[config.mk]
export PLATFORM = sky130hd
export DESIGN_NAME = multicycle_ctrl
export DESIGN_NICKNAME = d
export VERILOG_FILES = /design/src/rtl/multicycle_ctrl.sv
export SDC_FILE = /design/constraint.sdc
export NUM_CORES = 1
export LEC_CHECK = 0
export BUFFER_PORTS_ARGS = -buffer_cell sky130_fd_sc_hd__buf_2
export CAP_MARGIN = 20
export CORE_MARGIN = 3
export CORE_UTILIZATION = 48
export DETAILED_ROUTE_END_ITERATION = 10
export PLACE_DENSITY = 0.78
export SYNTH_ARGS = -nofsm -noshare
export SYNTH_HDL_FRONTEND = slang
export SYNTH_SLANG_ARGS = --single-unit
[constraint.sdc]
create_clock -name clk -period 3 [get_ports clk]
set_clock_uncertainty 0.2 [all_clocks]
set_input_delay 0.6 -clock clk [delete_from_list [all_inputs] [get_ports clk]]
set_output_delay 0.6 -clock clk [all_outputs]
set_load 0.01 [all_outputs]
[src/rtl/multicycle_ctrl.sv]
// Multicycle control unit for the RF+ALU datapath: walks each instruction through
// IDLE/IF/ID/EXE/MEM/WB and Moore-decodes every datapath, fetch and memory control.
module multicycle_ctrl #(
  parameter int unsigned MEM_TIMEOUT = 15
) (
  input  logic        clk,
  input  logic        Reset,
  input  logic [15:0] Ins,
  input  logic        MemReady,
  output logic        WBRF,
  output logic        WBresource,
  output logic        RBresource,
  output logic        OprandB,
  output logic        LI,
  output logic        Buff_IDEXE,
  output logic        PSW_C,
  output logic        ALUop,
  output logic        Flag,
  output logic        IRWrite,
  output logic        PCWrite,
  output logic [1:0]  PCsrc,
  output logic        MemRead,
  output logic        MemWrite,
  output logic        PSWWrite,
  output logic        OutRWrite,
  output logic        MemErr,
  output logic [2:0]  State
);

  localparam int unsigned CNT_W = 8;

  localparam logic [2:0] S_IDLE = 3'd0;
  localparam logic [2:0] S_IF   = 3'd1;
  localparam logic [2:0] S_ID   = 3'd2;
  localparam logic [2:0] S_EXE  = 3'd3;
  localparam logic [2:0] S_MEM  = 3'd4;
  localparam logic [2:0] S_WB   = 3'd5;

  localparam logic [4:0] OP_ALU    = 5'b00000;
  localparam logic [4:0] OP_LHI    = 5'b00001;
  localparam logic [4:0] OP_LLI    = 5'b00010;
  localparam logic [4:0] OP_LDR_RI = 5'b00011;
  localparam logic [4:0] OP_LDR_RR = 5'b00100;
  localparam logic [4:0] OP_STR_RI = 5'b00101;
  localparam logic [4:0] OP_STR_RR = 5'b00110;
  localparam logic [4:0] OP_CMP    = 5'b00111;
  localparam logic [4:0] OP_ADDI   = 5'b01000;
  localparam logic [4:0] OP_SUBI   = 5'b01001;
  localparam logic [4:0] OP_MOV    = 5'b01010;
  localparam logic [4:0] OP_JAL_RL = 5'b01011;
  localparam logic [4:0] OP_JAL_RR = 5'b01100;
  localparam logic [4:0] OP_JR     = 5'b01101;
  localparam logic [4:0] OP_OUTR   = 5'b01110;

  logic [2:0]       r_state;
  logic [2:0]       w_next;
  logic [CNT_W-1:0] r_cnt;
  logic             r_mem_err;

  logic [4:0] w_op;
  logic [1:0] w_fn;
  logic       w_is_ldr;
  logic       w_is_str;
  logic       w_timeout;
  logic       w_unused;

  assign w_op      = Ins[15:11];
  assign w_fn      = Ins[1:0];
  assign w_is_ldr  = (w_op == OP_LDR_RI) || (w_op == OP_LDR_RR);
  assign w_is_str  = (w_op == OP_STR_RI) || (w_op == OP_STR_RR);
  assign w_timeout = (r_cnt == CNT_W'(MEM_TIMEOUT - 32'd1));
  assign w_unused  = ^Ins[10:2];

  assign State  = r_state;
  assign MemErr = r_mem_err;

  // State register
  always_ff @(posedge clk or negedge Reset) begin
    if (!Reset) r_state <= S_IDLE;
    else        r_state <= w_next;
  end

  // MEM wait counter and sticky timeout flag
  always_ff @(posedge clk or negedge Reset) begin
    if (!Reset) begin
      r_cnt     <= '0;
      r_mem_err <= 1'b0;
    end else if (r_state == S_MEM) begin
      if (MemReady) begin
        r_cnt <= '0;
      end else if (w_timeout) begin
        r_cnt     <= '0;
        r_mem_err <= 1'b1;
      end else begin
        r_cnt <= r_cnt + CNT_W'(1);
      end
    end
  end

  // Next-state decode
  always_comb begin
    w_next = S_IDLE;
    case (r_state)
      S_IDLE: w_next = S_IF;
      S_IF:   w_next = S_ID;
      S_ID: begin
        case (w_op)
          OP_LHI, OP_LLI, OP_MOV:                         w_next = S_WB;
          OP_ALU, OP_LDR_RI, OP_LDR_RR, OP_STR_RI,
          OP_STR_RR, OP_CMP, OP_ADDI, OP_SUBI, OP_OUTR:   w_next = S_EXE;
          default:                                        w_next = S_IF;
        endcase
      end
      S_EXE: begin
        if (w_is_ldr || w_is_str)                     w_next = S_MEM;
        else if (w_op == OP_CMP || w_op == OP_OUTR)   w_next = S_IF;
        else                                          w_next = S_WB;
      end
      S_MEM: begin
        if (MemReady)       w_next = w_is_ldr ? S_WB : S_IF;
        else if (w_timeout) w_next = S_IF;
        else                w_next = S_MEM;
      end
      S_WB:    w_next = S_IF;
      default: w_next = S_IDLE;
    endcase
  end

  // Moore output decode from state and instruction fields
  always_comb begin
    WBRF       = 1'b0;
    WBresource = 1'b0;
    RBresource = 1'b0;
    OprandB    = 1'b0;
    LI         = 1'b0;
    Buff_IDEXE = 1'b0;
    PSW_C      = 1'b0;
    ALUop      = 1'b0;
    Flag       = 1'b0;
    IRWrite    = 1'b0;
    PCWrite    = 1'b0;
    PCsrc      = 2'b00;
    MemRead    = 1'b0;
    MemWrite   = 1'b0;
    PSWWrite   = 1'b0;
    OutRWrite  = 1'b0;
    case (r_state)
      S_IF: begin
        IRWrite = 1'b1;
        PCWrite = 1'b1;
      end
      S_ID: begin
        case (w_op)
          OP_LHI: begin
            RBresource = 1'b1;
            Buff_IDEXE = 1'b1;
          end
          OP_LLI: begin
            LI         = 1'b1;
            Buff_IDEXE = 1'b1;
          end
          OP_LDR_RI, OP_STR_RI, OP_ADDI, OP_SUBI: begin
            OprandB    = 1'b1;
            Buff_IDEXE = 1'b1;
          end
          OP_ALU, OP_LDR_RR, OP_STR_RR, OP_CMP, OP_MOV, OP_OUTR: begin
            Buff_IDEXE = 1'b1;
          end
          OP_JAL_RL, OP_JAL_RR, OP_JR: begin
            WBRF       = 1'b1;
            WBresource = 1'b1;
            RBresource = (w_op == OP_JR);
            PCWrite    = 1'b1;
            PCsrc      = (w_op == OP_JAL_RL) ? 2'b01 :
                         (w_op == OP_JAL_RR) ? 2'b10 : 2'b11;
          end
          default: ;
        endcase
      end
      S_EXE: begin
        case (w_op)
          OP_ALU: begin
            case (w_fn)
              2'b00:   {PSW_C, ALUop, Flag} = 3'b100;
              2'b01:   {PSW_C, ALUop, Flag} = 3'b101;
              2'b10:   {PSW_C, ALUop, Flag} = 3'b010;
              default: {PSW_C, ALUop, Flag} = 3'b011;
            endcase
            PSWWrite = 1'b1;
          end
          OP_ADDI: begin
            {PSW_C, ALUop, Flag} = 3'b100;
            PSWWrite             = 1'b1;
          end
          OP_SUBI, OP_CMP: begin
            {PSW_C, ALUop, Flag} = 3'b010;
            PSWWrite             = 1'b1;
          end
          OP_LDR_RI, OP_LDR_RR: {PSW_C, ALUop, Flag} = 3'b100;
          OP_STR_RI, OP_STR_RR: begin
            {PSW_C, ALUop, Flag} = 3'b100;
            RBresource           = 1'b1;
          end
          OP_OUTR: OutRWrite = 1'b1;
          default: ;
        endcase
      end
      S_MEM: begin
        if (w_is_ldr) begin
          MemRead = 1'b1;
        end else if (w_is_str) begin
          MemWrite             = 1'b1;
          RBresource           = 1'b1;
          {PSW_C, ALUop, Flag} = 3'b100;
        end
      end
      S_WB: begin
        WBRF       = 1'b1;
        WBresource = !w_is_ldr;
      end
      default: ;
    endcase
  end

endmodule

# --- Word level (Yosys, flattened, before mapping) ---
# Memory sizes are Yosys's and may differ from the RTL's.
# Cells that the tools add are included.
classes:
  n_shift: 0
  n_reduce_logical: 19
  eq_ne: 22
  bitwise_logic: 1
  addsub: 1
  n_mux: 45
  n_mul: 0
  div: 0
  order_cmp: 0
ops:
  columns: ["op", "count"]
  rows:
  - ["equality test 5 x 4 -> 1 bit (second input constant)", 7]
  - ["2-to-1 mux 1 bit", 25]
  - ["equality test 5 x 3 -> 1 bit (second input constant)", 4]
  - ["2-to-1 mux 3 bit", 6]
  - ["2-to-1 mux 8 bit", 2]
  - ["one-hot mux 3 bit (5 select lines)", 1]
  - ["one-hot mux 1 bit (2 select lines)", 7]
  - ["OR reduction 12 bit", 1]
  - ["equality test 5 x 2 -> 1 bit (second input constant)", 2]
  - ["OR reduction 2 bit", 5]
  - ["adder 8 x 1 -> 8 bit (second input constant)", 1]
  - ["equality test 8 x 4 -> 1 bit (second input constant)", 1]
  - ["OR reduction 4 bit", 2]
  - ["equality test 3 x 2 -> 1 bit (second input constant)", 2]
  - ["equality test 3 bit (second input constant)", 2]
  - ["2-to-1 mux 2 bit", 3]
  - ["equality test 5 x 1 -> 1 bit (second input constant)", 1]
  - ["logical NOT 5 bit", 1]
  - ["OR reduction 5 bit", 1]
  - ["logical OR 1 bit", 4]
  - ["equality test 3 x 1 -> 1 bit (second input constant)", 1]
  - ["logical NOT 3 bit", 1]
  - ["one-hot mux 1 bit (3 select lines)", 1]
  - ["AND reduction 3 bit", 1]
  - ["6 further kinds", 6]
word_totals:
  ramBits: 0
  input_bits: 19
  wordCells: 92
  register_bits: 12
  mem_count: 1
  output_inout_bits: 21
  mem_bits_ro: 32
  latchBits: 0
memory_table:
  columns: ["name", "depth", "width", "read_ports", "rd_ports_with_merged_regs", "write_ports", "line_no", "source"]
  rows:
  - ["(no name shown)", 16, 2, 1, 0, 0, "107", "case (w_op)"]

# --- Logic depth before layout (Yosys ltp) ---
logic_depth:
  depth_word: 5
  ltp_mapped: 6
  ltp_nobuf: 6

# --- Worst setup path before layout ---
# OpenSTA, ideal clock, no wires.
synth_path:
  kind: "input port to output port"
  start: "input Ins[12]"
  end: "output PSW_C"
  cell_stages: 6
  path_buffers: 0
  arrival_time_ps: 1935
  slack_ps: 265
  required_ps: 2200
  cell_sequence: "inv_1 > ha_1 > nor2_1 > or3_1 > or3b_2 > o21ai_0"
synth_between:
  elab_chain_cells: 5
  elab_cells_between_ends: 13
  classes_between: "eq/ne (5); mux (4); reduce/logical (4)"
synth_rtl:
  columns: ["item", "line_no", "source"]
  rows:
  - ["start: declaration", "8", "input logic [15:0] Ins,"]
  - ["branches (longest 4 deep; another with equality test 5 x 2 -> 1 bit)", null, null]
  - ["one-hot mux 1 bit (2 select lines) *", "147", "case (r_state)"]
  - ["end: declaration", "16", "output logic PSW_C,"]
# Mark *: on every way between the ends.

# --- Worst setup path in the final report ---
# Same ends and word-level chain as after synthesis.

==> impl_results.md <==
- Outcome: finished clean
- Worst setup path class: in2out
- Post-synthesis cell type count: 46
- Worst Setup SP: Ins[12]
- Final setup fails: 0
- FF-to-FF Start: r_cnt[0]$_DFFE_PN0P_
- GPL Wtd Cong: 0.917
- CTS tree: done
- Crit path to: PSW_C
- Crit-path max FO: 3
- #FFs+latches synth: 12
- Pleak: 0.710 nW
- Final nets: 198
- Clk sinks: 12
- Worst Reg-to-Reg Cells: 6
- RSZ-0062 raised after global routing: false
- Hold/Removal Path Class: reg2reg
- Routed wire length per instance: 13.5 um
- Final setup TNS: 0 ns
- Antenna diode count: 0
- Worst Max-Slew Pin Slew: 0.483 ns
- Via count: 1115
- First-pass GRT wire length: 4.64 mm
- Layout cell share with drive strength beyond 1: 32.0%
- DP Area: 1300 sq um
- Period minus WS final: 2.86 ns
- Largest net degree at the start of global routing: 14
- Tcrit/Tclk final: 95.4%
- Overall die height: 53.0 um
- Die ar.: 2800 sq um
- Drt initial violations: 35
- Critical Path Source Type: primary input
- Clk slew on worst S/H paths: 0.08 ns
- Gr ovfl total: 0
- Width of the chip: 53.0 um
- Mapped cell area: 1060 sq um
- Seq/Total Area, Yosys: 28.4%
- Hpwl dp: 2.12 mm
- Fmax achieved: 349 MHz
- TritonCTS buffer count: 3
- Max Cap Viol: 0
- PortBufs: 30
- Num ports: 40
- Avg Inst Size Synth: 8.08 sq um
- Final Core Density: 67.1%
- Antenna Violating Nets Remaining: 0
- Power Density: 493 nW/um^2
- Clock Tree Buf Depth: 2
- Final hold vios: 0
- Area grow syn2layout: 28.1%
- Post-CTS Setup Bufs: 0
- CTS root buf: clkbuf_4
- Design Power: 669 uW
- Most used flip-flop cell after synthesis: dfrtp_1
- FF-to-FF End: State[2]$_DFF_PN0_
- Initial antenna violation count: 0
- Slew Viols, Final: 0
- Max IR drop VDD: 0.408 mV
- R2r setup slk: 0.93 ns
- Required time at the worst-slack endpoint: 2.20 ns
- Starting density of the core: 52.4%
- Syn Inst Count: 131
- Post-route design area: 1360 sq um
- Ys Warns: 0
- Final WL: 2.68 mm
- Clk_lat worst skew: 0.28 ns
- Critical Path AT: 2.06 ns
- H-tree levels: 1
- Mapped Nets: 156
- DRC Markers: 0
- Vias per cell: 5.60
- Async SR Flop Fraction: 100%
- Core footprint: 2020 sq um
- Rel. slew slack: 67.7%
- Post-synth EDFFs: 0
- Drt pass-1 iters: 4
- Vias in the first global route: 1034
- Total track usage: 22.4%
- Rows: 16
- Crit. End Element: output pin
-- power breakdown --
part | switching [mW] | internal (mW)
Clock | 0.0581 | 0.0740
Sequential | 0.0567 | 0.194
Combinational | 0.158 | 0.128
-- metrics by stage --
stage                     cells  setup slack (ns)  hold WS, ns
after floorplan             131             0.265        0.104
after global placement      194            0.0752        0.244
after detailed placement    194            0.0516        0.285
after CTS                   199            0.0463        0.304
after global routing        199            0.0149        0.342
final                       199             0.138        0.290
-- kinds of logic after synthesis --
kind of cell / after synthesis / synth area share [%]
AND/OR/NAND/NOR: 58 / 31.4
AO/OA/AOI/OAI: 31 / 19.9
buffers and inverters: 15 / 5.56
flip-flops: 12 / 28.4
XOR/XNOR: 7 / 5.79
adder cells (fa/ha/maj): 6 / 7.09
multiplexers: 2 / 1.89
-- cell usage in the layout, fill, tap and decap left out, types with 3 or more instances in the layout --
cell type / instances
nand2b_1: 5
inv_1: 11
buf_4: 10
or2_2: 3
clkbuf_4: 3
nand2_1: 8
buf_2: 30
a31oi_1: 4
nand3_1: 4
nor2_1: 15
o21ai_0: 6
dfrtp_1: 12
nand3b_1: 4
ha_1: 6
a21oi_1: 6
xor2_1: 6
-- area by class of cell --
cell class | instances | area [sq um]
tap | 27 | 33.8
sequential | 12 | 300
timing repair buffer | 41 | 235
clock buffer | 4 | 36.3
multi-input combinational | 104 | 709
inverter | 11 | 41.3
fill | 177 | 666
-- state kept, by name, summed over array words and instances, names as in the netlist --
register,count
MemErr,1
r_cnt,8
State,3
-- layer usage --
layer / track usage (%) / up-vias / share of wire [%]
met5: 0 / - / 0
met4: 6.38 / 0 / 0.67
met3: 6.20 / 2 / 7.8
met2: 33.5 / 48 / 45
met1: 31.4 / 512 / 47
li1: - / 553 / -
-- how the worst min path moves through the flow --
| stage | startpoint | to | depth (start not counted) | slack (ns) |
|---|---|---|---|---|
| floorplan | Reset | MemErr$_DFFE_PN0P_ | 0 | 0.10 |
| global placement | MemErr$_DFFE_PN0P_ | MemErr$_DFFE_PN0P_ | 2 | 0.24 |
| detailed placement | MemErr$_DFFE_PN0P_ | MemErr$_DFFE_PN0P_ | 2 | 0.28 |
| CTS | MemErr$_DFFE_PN0P_ | MemErr$_DFFE_PN0P_ | 2 | 0.30 |
| global route | MemErr$_DFFE_PN0P_ | MemErr$_DFFE_PN0P_ | 2 | 0.34 |
| finish | MemErr$_DFFE_PN0P_ | MemErr$_DFFE_PN0P_ | 2 | 0.29 |
-- cells in the mapped netlist (2+ instances only) --
cell type   n  area share (%)
o21ai_0     6             2.8
a21o_1      2             1.4
ha_1        6             7.1
nand2_1     8             2.8
clkbuf_1    2            0.71
dfrtp_1    12              28
nand2b_1    5             3.0
or2_2       3             1.8
nand3b_1    4             2.8
a21oi_1     6             2.8
or3_1       2             1.2
a31oi_1     4             2.4
xor2_1      6             5.0
mux2i_1     2             1.9
nor3_1      2            0.95
o21a_1      2             1.4
buf_2       2            0.95
nor2_1     15             5.3
nand4_1     2             1.2
nand3_1     4             1.9
inv_1      11             3.9
-- what timing repair did --
item                                   in CTS  in global routing
endpoints found under the hold margin      12                  0
hold buffers                                1                  0
gates resized for setup                     0                  2
setup endpoints to repair                   0                  2
-- critical path: stages --
cell and delay, ns:
buf_2 0.11, inv_1 0.09, ha_1 0.17, nor2_1 0.06, or3_1 0.36, or3b_4 0.40
o21ai_0 0.09, buf_2 0.16
(Power assumes the default switching activity.)
